--- src/rtl/dram_read_arbiter.sv ---
// Two-requester round-robin read arbiter in front of a single Avalon-MM SDRAM read port.
// One burst is owned end to end: arbitrate in IDLE, issue in CMD, collect beats in DATA.
module dram_read_arbiter #(
    parameter int BURST_W = 8
) (
    input  logic               clk,
    input  logic               rst,

    input  logic [31:0]        req0_address,
    input  logic               req0_read,
    input  logic [BURST_W-1:0] req0_burst_count,
    output logic               req0_wait_request,
    output logic [31:0]        req0_read_data,
    output logic               req0_read_data_valid,

    input  logic [31:0]        req1_address,
    input  logic               req1_read,
    input  logic [BURST_W-1:0] req1_burst_count,
    output logic               req1_wait_request,
    output logic [31:0]        req1_read_data,
    output logic               req1_read_data_valid,

    output logic [31:0]        master_address,
    output logic               master_read,
    output logic [BURST_W-1:0] master_burst_count,
    input  logic [31:0]        master_read_data,
    input  logic               master_wait_request,
    input  logic               master_read_data_valid,

    output logic [1:0]         grant,
    output logic               busy,
    output logic               protocol_error
);

    localparam logic [1:0] ST_IDLE = 2'd0;
    localparam logic [1:0] ST_CMD  = 2'd1;
    localparam logic [1:0] ST_DATA = 2'd2;

    localparam logic [BURST_W-1:0] ZERO_BEATS = '0;
    localparam logic [BURST_W-1:0] ONE_BEAT   = {{(BURST_W-1){1'b0}}, 1'b1};

    logic [1:0]         r_state;
    logic [31:0]        r_address;
    logic [BURST_W-1:0] r_burst_count;
    logic [BURST_W-1:0] r_beats_left;
    logic [1:0]         r_grant;
    logic               r_last_served;
    logic               r_protocol_error;

    logic               w_req0_valid;
    logic               w_req1_valid;
    logic               w_req0_zero;
    logic               w_req1_zero;
    logic               w_pick_req1;
    logic               w_any_request;
    logic               w_beat_in_data;
    logic               w_final_beat;
    logic               w_stray_beat;

    assign w_req0_valid  = req0_read && (req0_burst_count != ZERO_BEATS);
    assign w_req1_valid  = req1_read && (req1_burst_count != ZERO_BEATS);
    assign w_req0_zero   = req0_read && (req0_burst_count == ZERO_BEATS);
    assign w_req1_zero   = req1_read && (req1_burst_count == ZERO_BEATS);
    assign w_any_request = w_req0_valid || w_req1_valid;

    // r_last_served is 1 when req1 owned the previous burst, so req0 wins the next tie.
    always_comb begin
        w_pick_req1 = 1'b0;
        if (w_req0_valid && w_req1_valid) begin
            w_pick_req1 = ~r_last_served;
        end else if (w_req1_valid) begin
            w_pick_req1 = 1'b1;
        end
    end

    assign w_beat_in_data = (r_state == ST_DATA) && master_read_data_valid;
    assign w_final_beat   = w_beat_in_data && (r_beats_left <= ONE_BEAT);
    assign w_stray_beat   = master_read_data_valid && (r_state != ST_DATA);

    always_ff @(posedge clk or posedge rst) begin
        if (rst) begin
            r_state       <= ST_IDLE;
            r_address     <= 32'd0;
            r_burst_count <= ZERO_BEATS;
            r_beats_left  <= ZERO_BEATS;
            r_grant       <= 2'b00;
            r_last_served <= 1'b1;
        end else begin
            case (r_state)
                ST_IDLE: begin
                    if (w_any_request) begin
                        r_address     <= w_pick_req1 ? req1_address : req0_address;
                        r_burst_count <= w_pick_req1 ? req1_burst_count : req0_burst_count;
                        r_grant       <= w_pick_req1 ? 2'b10 : 2'b01;
                        r_state       <= ST_CMD;
                    end
                end
                ST_CMD: begin
                    if (!master_wait_request) begin
                        r_beats_left <= r_burst_count;
                        r_state      <= ST_DATA;
                    end
                end
                ST_DATA: begin
                    // The requester's read line is ignored here: a started burst always drains.
                    if (w_beat_in_data && (r_beats_left != ZERO_BEATS)) begin
                        r_beats_left <= r_beats_left - ONE_BEAT;
                    end
                    if (w_final_beat) begin
                        r_state       <= ST_IDLE;
                        r_grant       <= 2'b00;
                        r_last_served <= r_grant[1];
                    end
                end
                default: begin
                    r_state <= ST_IDLE;
                    r_grant <= 2'b00;
                end
            endcase
        end
    end

    always_ff @(posedge clk or posedge rst) begin
        if (rst) begin
            r_protocol_error <= 1'b0;
        end else if (w_stray_beat) begin
            r_protocol_error <= 1'b1;
        end
    end

    // Wait-request: only a zero-length request in IDLE or the owner in CMD may see 0.
    always_comb begin
        req0_wait_request = 1'b1;
        req1_wait_request = 1'b1;
        if (!rst) begin
            case (r_state)
                ST_IDLE: begin
                    req0_wait_request = ~w_req0_zero;
                    req1_wait_request = ~w_req1_zero;
                end
                ST_CMD: begin
                    if (r_grant[0]) begin
                        req0_wait_request = master_wait_request;
                    end
                    if (r_grant[1]) begin
                        req1_wait_request = master_wait_request;
                    end
                end
                default: begin
                    req0_wait_request = 1'b1;
                    req1_wait_request = 1'b1;
                end
            endcase
        end
    end

    assign req0_read_data       = master_read_data;
    assign req1_read_data       = master_read_data;
    assign req0_read_data_valid = w_beat_in_data && r_grant[0];
    assign req1_read_data_valid = w_beat_in_data && r_grant[1];

    assign master_read        = (r_state == ST_CMD);
    assign master_address     = r_address;
    assign master_burst_count = r_burst_count;

    assign grant          = r_grant;
    assign busy           = (r_state != ST_IDLE);
    assign protocol_error = r_protocol_error;

endmodule

--- config.mk ---
export PLATFORM = sky130hd
export DESIGN_NAME = dram_read_arbiter
export DESIGN_NICKNAME = d
export VERILOG_FILES = /design/src/rtl/dram_read_arbiter.sv
export SDC_FILE = /design/constraint.sdc
export NUM_CORES = 1
export LEC_CHECK = 0
export CORE_UTILIZATION = 30
export DETAILED_ROUTE_END_ITERATION = 7
export PLACE_DENSITY = 0.75
export SYNTH_ARGS = -nofsm -noshare
export SYNTH_HDL_FRONTEND = slang
export SYNTH_SLANG_ARGS = --single-unit
--- constraint.sdc ---
create_clock -name clk -period 3.5 [get_ports clk]
set_input_delay 1.05 -clock clk [delete_from_list [all_inputs] [get_ports clk]]
set_output_delay 1.05 -clock clk [all_outputs]
set_load 0.01 [all_outputs]
==> flow_metrics.py, run 1 <==
metrics = {
    "logic_synthesis": {
        "yosys_warnings": 0,
        "synth_area_sq_um": 3310,
        "ys_seq_area_share_pct": 40.8,
        "ys_seq_elements": 54,
        "synth.distinct_cells": 48,
        "synthArstFlopShare_pct": 100,
        "synth-simple-area-share_pct": 16.1,
        "synth-compound-area-share_pct": 21.6,
        "syn_nets": 432,
        "synthMuxAreaShare_pct": 0.642,
        "synth_top_cell_area_share_pct": 40.0,
        "synthAdderAreaFrac_pct": 1.13,
        "synth_edf_count": 0,
        "synthTopCellsByArea": "dfrtp_1 40%, buf_4 15%, a221o_1 12%",
        "synth_top_family_by_area": "compound AO/OA/AOI/OAI gates",
        "synth-xor-area-share_pct": 0,
        "synth_top_flop_cell": "dfrtp_1",
        "yosysTopAreaCell": "dfrtp_1",
        "syn_inst": 311,
        "synth_area_per_cell_sq_um": 10.6,
    },
    "place": {
        "port-buffer-count": 134,
        "dpl_worst_slack_ps": -878,
        "gp_congestion": 0.825,
        "hpwl_mm": 6.67,
    },
    "die": {
        "rows": 37,
        "die_area_sq_um": 11500,
        "die_h_um": 107,
        "start_util_pct": 31.5,
        "io_pins": 231,
        "dieWidth_um": 107,
        "coreArea_sq_um": 10500,
    },
    "clock_network": {
        "cts_inserted_buffers": 5,
        "cts_tree": "built",
        "cts.sinks": 54,
        "cts.htree.levels": 2,
        "root_buffer": "clkbuf_8",
        "cts_buffer_depth": 2,
        "holdBufCountCts": 0,
        "path_clk_slew_ps": 90,
        "worstSkewPairLatency_ps": 300,
    },
    "timing": {
        "fin_tns_setup_ps": -174,
        "final.setup.worst_slack_ps": -174,
        "hold_ws_ps": 474,
        "slew_viol_final": 0,
        "tightest_slew_ps": 620,
        "finalHoldViolations": 0,
        "setup_viol": 1,
        "final.period_utilization_pct": 105,
        "final.min_clock_period_ps": 3670,
        "fmax_ghz": 0.272,
        "rsz0062_at_grt": "yes",
        "maxSlewHeadroom_pct": 58.3,
        "finClkSkew_ps": 8.24,
    },
    "finish": {
        "multiInputGateArea_sq_um": 1320,
        "fill_cells": 990,
        "fin_util_pct": 42.9,
        "n_antenna_cell": 0,
        "drive_gt1_share_pct": 11.6,
        "nNetsFinal": 507,
        "area_growth_pct": 36.2,
        "register_area_sq_um": 1350,
    },
    "route": {
        "num_vias": 2693,
        "viasPerCell": 5.15,
        "drc": 0,
        "antenna_left": 0,
        "dr.pass1.iters": 4,
        "post_drt_wl_per_cell_um": 17.3,
        "first_iter_violations": 147,
        "wl_mm": 9.04,
    },
    "job": {
        "drv_cap": 0,
    },
    "critical_path": {
        "endpoint_kind": "primary output",
        "crit_path_start_kind": "input pin",
        "slowest_delay_ps": 550,
        "critPathKind": "in2out",
        "crit_path_cell_trace": "buf_6, or4_4, or4_1, a211o_1, buf_6",
        "r2r-end": "r_beats_left[0]",
        "reg2reg_slack_ps": 1460,
        "rr_worst_depth": 4,
        "cp_common_cell": "buf_6",
        "critPathSlowestCell": "or4_4",
        "r2r_start": "r_beats_left[4]",
        "cp.arrival_ps": 2620,
        "crit_fanout": 2,
        "cp.required_ps": 2450,
    },
    "global_routing": {
        "grt_antenna_before_repair": 0,
        "grt.total_usage_pct": 16.0,
        "grt_pass1_wl_mm": 14.4,
        "grt-ovfl-total": 0,
        "first_global_vias": 2891,
        "grt_start_max_net_pins": 42,
    },
    "power": {
        "peakVddDrop_mv": 0.295,
        "p_leak_nw": 1.82,
        "power_density_nw_per_um2": 752,
    },
    "hold_path": {
        "min_delay_worst_endpoint": "protocol_error",
        "hold_path.class": "reg2reg",
        "min_path_cells": 1,
        "worstHoldStart": "protocol_error",
    },
    "status": {
        "violations": "setup timing",
        "status": "finished, violations left",
    },
}
[area by class of cell]
type,instances,share of cell area [%]
clock inverter,2,1.33
inverter,9,0.749
tap,136,3.77
clock buffer,6,1.83
sequential,54,30.0
timing repair buffer,152,33.2
multi-input combinational,164,29.2
[how the worst max path moves through the flow]
stage                        startpoint           endpoint  slack, ps  depth (start not counted)
CTS                 req1_burst_count[6]  req1_wait_request       -170                          5
finish              req1_burst_count[6]  req1_wait_request       -170                          5
detailed placement  req1_burst_count[4]  req1_wait_request       -880                          5
floorplan           req1_burst_count[4]  req1_wait_request         80                          3
global route        req1_burst_count[6]  req1_wait_request       -180                          5
global placement    req1_burst_count[4]  req1_wait_request       -880                          5
[cell usage after synthesis, types with 2 or more instances]
library cell,number
a21oi_1,6
nor2_1,10
or4_4,3
buf_2,4
o2bb2ai_1,4
nand2_1,8
a221o_1,41
nor3b_1,41
dfrtp_1,53
ha_1,3
a22oi_1,2
buf_6,8
or2_1,2
nor4_1,2
or4_1,3
clkbuf_1,8
a41o_1,2
o22ai_1,3
inv_1,9
and3_1,3
buf_4,64
o21ai_0,5
a31oi_1,2
[cell usage in the layout (no fill, tap or decap), types with 2 or more instances in the layout]
cell,n
a21oi_1,6
a221o_1,41
a22oi_1,2
a31oi_1,2
a41o_1,2
and3_1,3
buf_12,4
buf_2,3
buf_4,14
buf_6,2
bufinv_16,2
clkbuf_2,2
clkbuf_8,6
clkdlybuf4s15_1,5
clkdlybuf4s50_1,116
dfrtp_1,53
dlygate4sd2_1,6
ha_1,3
inv_1,8
nand2_1,8
nor2_1,9
nor3b_1,41
nor4_1,2
o21ai_0,5
o22ai_1,3
o2bb2ai_1,4
or2_1,2
or4_1,2
or4_4,4
[routing by layer]
metal  global-route usage, %  part of all wire [%]  vias to the layer above  routed length, um
li1                        -                     -                     1250                  -
met1                    20.0                    42                     1293               3810
met2                    27.0                    49                      121               4390
met3                    3.65                   7.2                       29                654
met4                    5.77                   2.1                        0                189
met5                       0                     0                        -                  0
[worst max-delay path, delay by kind of cell]
family	cells	cell delay [ps]
AOI/OAI and AO/OA	1	290
buffers and inverters	2	220
and+or+nand+nor	2	1060
[report_power, final]
group          switching, mW  total, mW  internal, mW
sequential             0.239       1.15         0.908
clock                  0.200      0.505         0.305
combinational          0.786       1.74         0.957
[cells by family after synthesis]
logic type	after synthesis
buf+inv	93
mux	2
compound gates	78
flops	54
fa+ha+maj	3
simple gates	81
[timing repair]
| item | 4_1_cts | 5_1_grt |
|---|---|---|
| pin swaps | 9 | 5 |
| setup buffers | 1 | 0 |
| endpoints found under the hold margin | 0 | 0 |
| resized for setup | 41 | 6 |
| setup endpoints to repair | 2 | 2 |
[state kept, by name, indices dropped and copies added (netlist names)]
signal	cells
master_burst_count	8
master_address	32
grant	2
protocol_error	1
r_beats_left	8
r_state	2
r_last_served	1
[stage by stage]
step | total power, mW | cell area (sq um) | cells
2_1_floorplan | 2.14 | 3310 | 311
3_3_place_gp | 2.87 | 4380 | 514
3_5_place_dp | 2.91 | 4380 | 514
4_1_cts | 3.43 | 4510 | 523
5_1_grt | 3.62 | 4510 | 523
6_report | 3.39 | 4510 | 523
(Power assumes the default switching activity.)
==> inputs of run 2 (changes only) <==
--- a/config.mk
+++ b/config.mk
@@ -5,8 +5,10 @@
 export SDC_FILE = /design/constraint.sdc
 export NUM_CORES = 1
 export LEC_CHECK = 0
+export CORE_MARGIN = 2
 export CORE_UTILIZATION = 30
 export DETAILED_ROUTE_END_ITERATION = 7
+export MAX_ROUTING_LAYER = met4
 export PLACE_DENSITY = 0.75
 export SYNTH_ARGS = -nofsm -noshare
 export SYNTH_HDL_FRONTEND = slang
==> flow_metrics.py, run 2 (synthesis results as in run 1) <==
metrics = {
    "hold_path": {
        "hold_path.class": "reg2reg",
        "worstHoldStart": "protocol_error",
        "min_delay_worst_endpoint": "protocol_error",
        "min_path_cells": 1,
    },
    "place": {
        "dpl_worst_slack_ps": -914,
        "dp_cells": 519,
        "place_area_sq_um": 4340,
        "port-buffer-count": 134,
        "gp_congestion": 0.835,
        "hpwl_mm": 7.04,
    },
    "timing": {
        "final.period_utilization_pct": 106,
        "final.min_clock_period_ps": 3700,
        "fin_tns_setup_ps": -202,
        "finalHoldViolations": 0,
        "setup_viol": 1,
        "slew_viol_final": 0,
        "rsz0062_at_grt": "yes",
        "tightest_slew_ps": 753,
        "fmax_ghz": 0.270,
        "finClkSkew_ps": 9.88,
        "final.setup.worst_slack_ps": -202,
        "maxSlewHeadroom_pct": 49.4,
    },
    "clock_network": {
        "cts.htree.levels": 2,
        "worstSkewPairLatency_ps": 310,
        "cts_inserted_buffers": 5,
        "holdBufCountCts": 0,
        "cts.sinks": 54,
        "root_buffer": "clkbuf_8",
        "cts_tree": "built",
        "cts_buffer_depth": 2,
        "path_clk_slew_ps": 100,
    },
    "global_routing": {
        "first_global_vias": 2813,
        "grt_pass1_wl_mm": 14.5,
        "grt-ovfl-total": 0,
        "grt.total_usage_pct": 16.4,
        "grt_start_max_net_pins": 42,
        "grt_antenna_before_repair": 0,
    },
    "route": {
        "top_layer": "met4",
        "antenna_left": 0,
        "post_drt_wl_per_cell_um": 18.0,
        "route.met2.wl_mm": 4.65,
        "drc": 0,
        "wl_met3_um": 646,
        "num_vias": 2744,
        "wl_mm": 9.58,
        "viasPerCell": 5.17,
        "dr.pass1.iters": 4,
        "routedLengthMet1_mm": 4.02,
        "first_iter_violations": 142,
    },
    "power": {
        "power_frac_clock_pct": 13.8,
        "p_sw_mw": 1.25,
        "internal-power_mw": 2.05,
        "peakVddDrop_mv": 0.284,
        "p_seq_share_pct": 34.7,
        "comb_power_share_pct": 51.5,
        "p_sw_share_pct": 37.9,
        "power_density_nw_per_um2": 738,
        "p_leak_nw": 1.81,
    },
    "job": {
        "drv_cap": 0,
    },
    "finish": {
        "mostFrequentLayoutCell": "clkdlybuf4s50_1",
        "drive_gt1_share_pct": 13.6,
        "largest_reg_flops": 32,
        "nNetsFinal": 511,
        "area_growth_pct": 35.2,
        "instances_no_fill": 531,
        "n_antenna_cell": 0,
        "fin_area_sq_um": 4480,
        "layout_common_cells": "116 x clkdlybuf4s50_1, 53 x dfrtp_1, 41 x nor3b_1, 41 x a221o_1, 22 x buf_4",
        "fin_util_pct": 41.5,
    },
    "critical_path": {
        "r2r-end": "r_beats_left[0]",
        "r2r_start": "r_beats_left[4]",
        "crit_path_start_kind": "input pin",
        "critPathKind": "in2out",
        "crit_fanout": 2,
        "reg2reg_slack_ps": 1350,
        "rr_worst_depth": 4,
        "cp.arrival_ps": 2650,
        "cp.required_ps": 2450,
        "startpoint": "req1_burst_count[4]",
        "endpoint_kind": "primary output",
    },
    "die": {
        "start_util_pct": 30.7,
        "io_pins": 231,
        "dieWidth_um": 109,
        "coreArea_sq_um": 10800,
        "die_h_um": 109,
        "rows": 38,
        "die_area_sq_um": 11900,
    },
    "status": {
        "status": "finished, violations left",
        "violations": "setup timing",
    },
}
[run 2: cell types whose count changed in the layout (fill, tap and decap cells not counted), sizes merged]
cell	before	now
clkbuf	8	9
inv	9	10
buf	23	28
bufinv	2	1
dlygate4sd2	6	4
[run 2: area by class of cell]
| cell class | count | area (sq um) |
|---|---|---|
| repair buffers | 156 | 1470 |
| multi-input cells | 164 | 1330 |
| inverters | 9 | 33.8 |
| clock buffers | 6 | 82.6 |
| clock inverters | 2 | 38.8 |
| flip-flops and latches | 54 | 1350 |
| fillers | 1055 | 6310 |
| well taps | 140 | 175 |
[run 2: worst max path at each step]
stage          cells past startpoint                end
6_report                           5  req1_wait_request
5_1_grt                            5  req1_wait_request
4_1_cts                            5  req1_wait_request
3_5_place_dp                       5  req1_wait_request
3_3_place_gp                       5  req1_wait_request
2_1_floorplan                      3  req1_wait_request
[run 2: worst max-delay path, cell delays in order]
cell and delay, ps:
clkdlybuf4s15_1 200, or4_4 440, or4_4 500, a211o_1 320
buf_2 140
[run 2: repair_timing]
action | 4_1_cts | 5_1_grt
gates resized for setup | 48 | 6
pin swaps | 9 | 8
setup buffers | 2 | 2
setup endpoints to repair | 2 | 2
[run 2: power groups by stage]
stage | Combinational, mW | Clock (mW) | Sequential (mW)
6_report | 1.70 | 0.455 | 1.15
5_1_grt | 1.85 | 0.494 | 1.19
4_1_cts | 1.72 | 0.464 | 1.14
3_5_place_dp | 1.72 | 0 | 1.14
3_3_place_gp | 1.67 | 0 | 1.15
2_1_floorplan | 0.963 | 0 | 1.18
[run 2: stage by stage]
| stage | hold WS (ps) | power (mW) |
|---|---|---|
| floorplan | 458 | 2.14 |
| global placement | 445 | 2.82 |
| detailed placement | 459 | 2.87 |
| CTS | 481 | 3.32 |
| global route | 510 | 3.53 |
| finish | 472 | 3.31 |
[run 2: per-layer routing]
layer	vias to the layer above	global-route usage, %
li1	1260	-
met1	1337	20.4
met2	124	26.1
met3	23	3.59
met4	0	6.23
met5	-	-
==> inputs of run 3 (changes only) <==
--- a/config.mk
+++ b/config.mk
@@ -7,6 +7,8 @@
 export LEC_CHECK = 0
 export CORE_MARGIN = 2
 export CORE_UTILIZATION = 30
+export CTS_BUF_LIST = sky130_fd_sc_hd__clkbuf_4
+export CTS_CLUSTER_SIZE = 10
 export DETAILED_ROUTE_END_ITERATION = 7
 export MAX_ROUTING_LAYER = met4
 export PLACE_DENSITY = 0.75
==> flow_metrics.py, run 3 (synthesis results as in run 1) <==
metrics = {
    "route": {
        "wl_mm": 9.43,
        "drc": 0,
        "num_vias": 2751,
        "viasPerCell": 5.18,
        "post_drt_wl_per_cell_um": 17.8,
        "antenna_left": 0,
        "first_iter_violations": 112,
        "dr.pass1.iters": 4,
    },
    "finish": {
        "register_area_sq_um": 1350,
        "drive_gt1_share_pct": 13.3,
        "nNetsFinal": 511,
        "n_antenna_cell": 0,
        "fill_cells": 1055,
        "fin_area_sq_um": 4440,
        "area_growth_pct": 34.0,
        "layout_common_cells": "116 x clkdlybuf4s50_1, 53 x dfrtp_1, 41 x nor3b_1, 41 x a221o_1, 22 x buf_4",
        "fin_util_pct": 41.1,
        "multiInputGateArea_sq_um": 1330,
        "mostFrequentLayoutCell": "clkdlybuf4s50_1",
        "largest_reg_flops": 32,
    },
    "global_routing": {
        "use_met1_pct": 20.4,
        "grt_antenna_before_repair": 0,
        "first_global_vias": 2803,
        "grt_start_max_net_pins": 42,
        "use_met3_pct": 3.41,
        "grt.busiest_layer": "met2",
        "grt.total_usage_pct": 16.2,
        "gr-usage-met2_pct": 26.1,
        "grt_pass1_wl_mm": 14.4,
        "grt-ovfl-total": 0,
    },
    "critical_path": {
        "critPathSlowestCell": "or4_4",
        "cp.required_ps": 2450,
        "r2r_start": "r_beats_left[4]",
        "crit_path_start_kind": "input pin",
        "startpoint": "req1_burst_count[4]",
        "reg2reg_slack_ps": 1350,
        "cp.arrival_ps": 2650,
        "r2r-end": "r_beats_left[0]",
        "slowest_delay_ps": 500,
        "crit_fanout": 2,
        "critPathKind": "in2out",
        "endpoint_kind": "primary output",
        "rr_worst_depth": 4,
        "cp_common_cell": "or4_4",
        "cp-endpoint": "req1_wait_request",
        "crit_path_cell_trace": "clkdlybuf4s15_1, or4_4, or4_4, a211o_1, buf_2",
    },
    "place": {
        "port-buffer-count": 134,
        "place_area_sq_um": 4340,
        "gp_congestion": 0.835,
        "hpwl_mm": 7.04,
    },
    "die": {
        "coreArea_sq_um": 10800,
        "io_pins": 231,
        "start_util_pct": 30.7,
        "rows": 38,
        "die_h_um": 109,
        "die_area_sq_um": 11900,
        "dieWidth_um": 109,
    },
    "clock_network": {
        "cts_buffer_depth": 2,
        "path_clk_slew_ps": 150,
        "cts.htree.levels": 2,
        "cts.sinks": 54,
        "cts_inserted_buffers": 5,
        "cts_tree": "built",
        "worstSkewPairLatency_ps": 370,
        "root_buffer": "clkbuf_4",
    },
    "status": {
        "violations": "setup timing",
        "status": "finished, violations left",
    },
    "timing": {
        "finalHoldViolations": 0,
        "finClkSkew_ps": 16.7,
        "slew_viol_final": 0,
        "final.period_utilization_pct": 106,
        "setup_viol": 1,
        "rsz0062_at_grt": "yes",
        "tightest_slew_ps": 726,
        "maxSlewHeadroom_pct": 51.1,
        "final.min_clock_period_ps": 3700,
        "final.setup.worst_slack_ps": -199,
        "fmax_ghz": 0.270,
    },
    "power": {
        "peakVddDrop_mv": 0.277,
        "p_leak_nw": 1.79,
        "power_density_nw_per_um2": 721,
        "fin_total_pwr_mw": 3.20,
    },
    "hold_path": {
        "hold_path.class": "reg2reg",
    },
    "job": {
        "drv_cap": 0,
    },
}
==> run 3: metrics by stage <==
stage          cells  hold slack (ps)  TNS (ps)  setup WS [ps]
4_1_cts          529              493      -209           -209
5_1_grt          531              523      -212           -212
3_5_place_dp     519              459     -1490           -914
3_3_place_gp     519              445     -1480           -909
2_1_floorplan    311              458         0           78.1
6_report         531              483      -199           -199
==> run 3: cell type report <==
| class | instances | area share [%] |
|---|---|---|
| timing repair buffer | 156 | 33.1 |
| sequential | 54 | 30.5 |
| multi-input combinational | 164 | 29.9 |
| tap | 140 | 3.95 |
| clock inverter | 3 | 0.959 |
| clock buffer | 5 | 0.846 |
| inverter | 9 | 0.761 |
==> run 3: power breakdown <==
part	leakage, nW	internal (mW)	switching [mW]
Clock	0.0432	0.151	0.203
Sequential	0.670	0.905	0.241
Combinational	1.08	0.910	0.791
==> run 3: what timing repair did <==
| item | CTS | global route |
|---|---|---|
| endpoints found under the setup margin | 2 | 2 |
| setup buffers | 2 | 2 |
| hold buffers | 0 | 0 |
| pin swaps | 9 | 8 |
| gates resized for setup | 48 | 6 |
==> run 3: layer usage <==
layer	up-vias	share of wire, %
met2	141	48
met1	1324	42
met4	0	2.3
met3	23	6.9
met5	-	0
li1	1263	-
==> run 3: worst min path at each step <==
stage	slack, ps	endpoint	cells past startpoint	start
global route	520	protocol_error	1	protocol_error
floorplan	460	r_beats_left[7]	1	r_beats_left[7]
global placement	440	protocol_error	1	protocol_error
finish	480	protocol_error	1	protocol_error
detailed placement	460	protocol_error	1	protocol_error
CTS	490	protocol_error	1	protocol_error
==> run 3: critical path: cells and delay by family <==
| kind | cells | cell delay, ps |
|---|---|---|
| compound gates | 1 | 320 |
| simple gates | 2 | 940 |
| buf+inv | 2 | 330 |
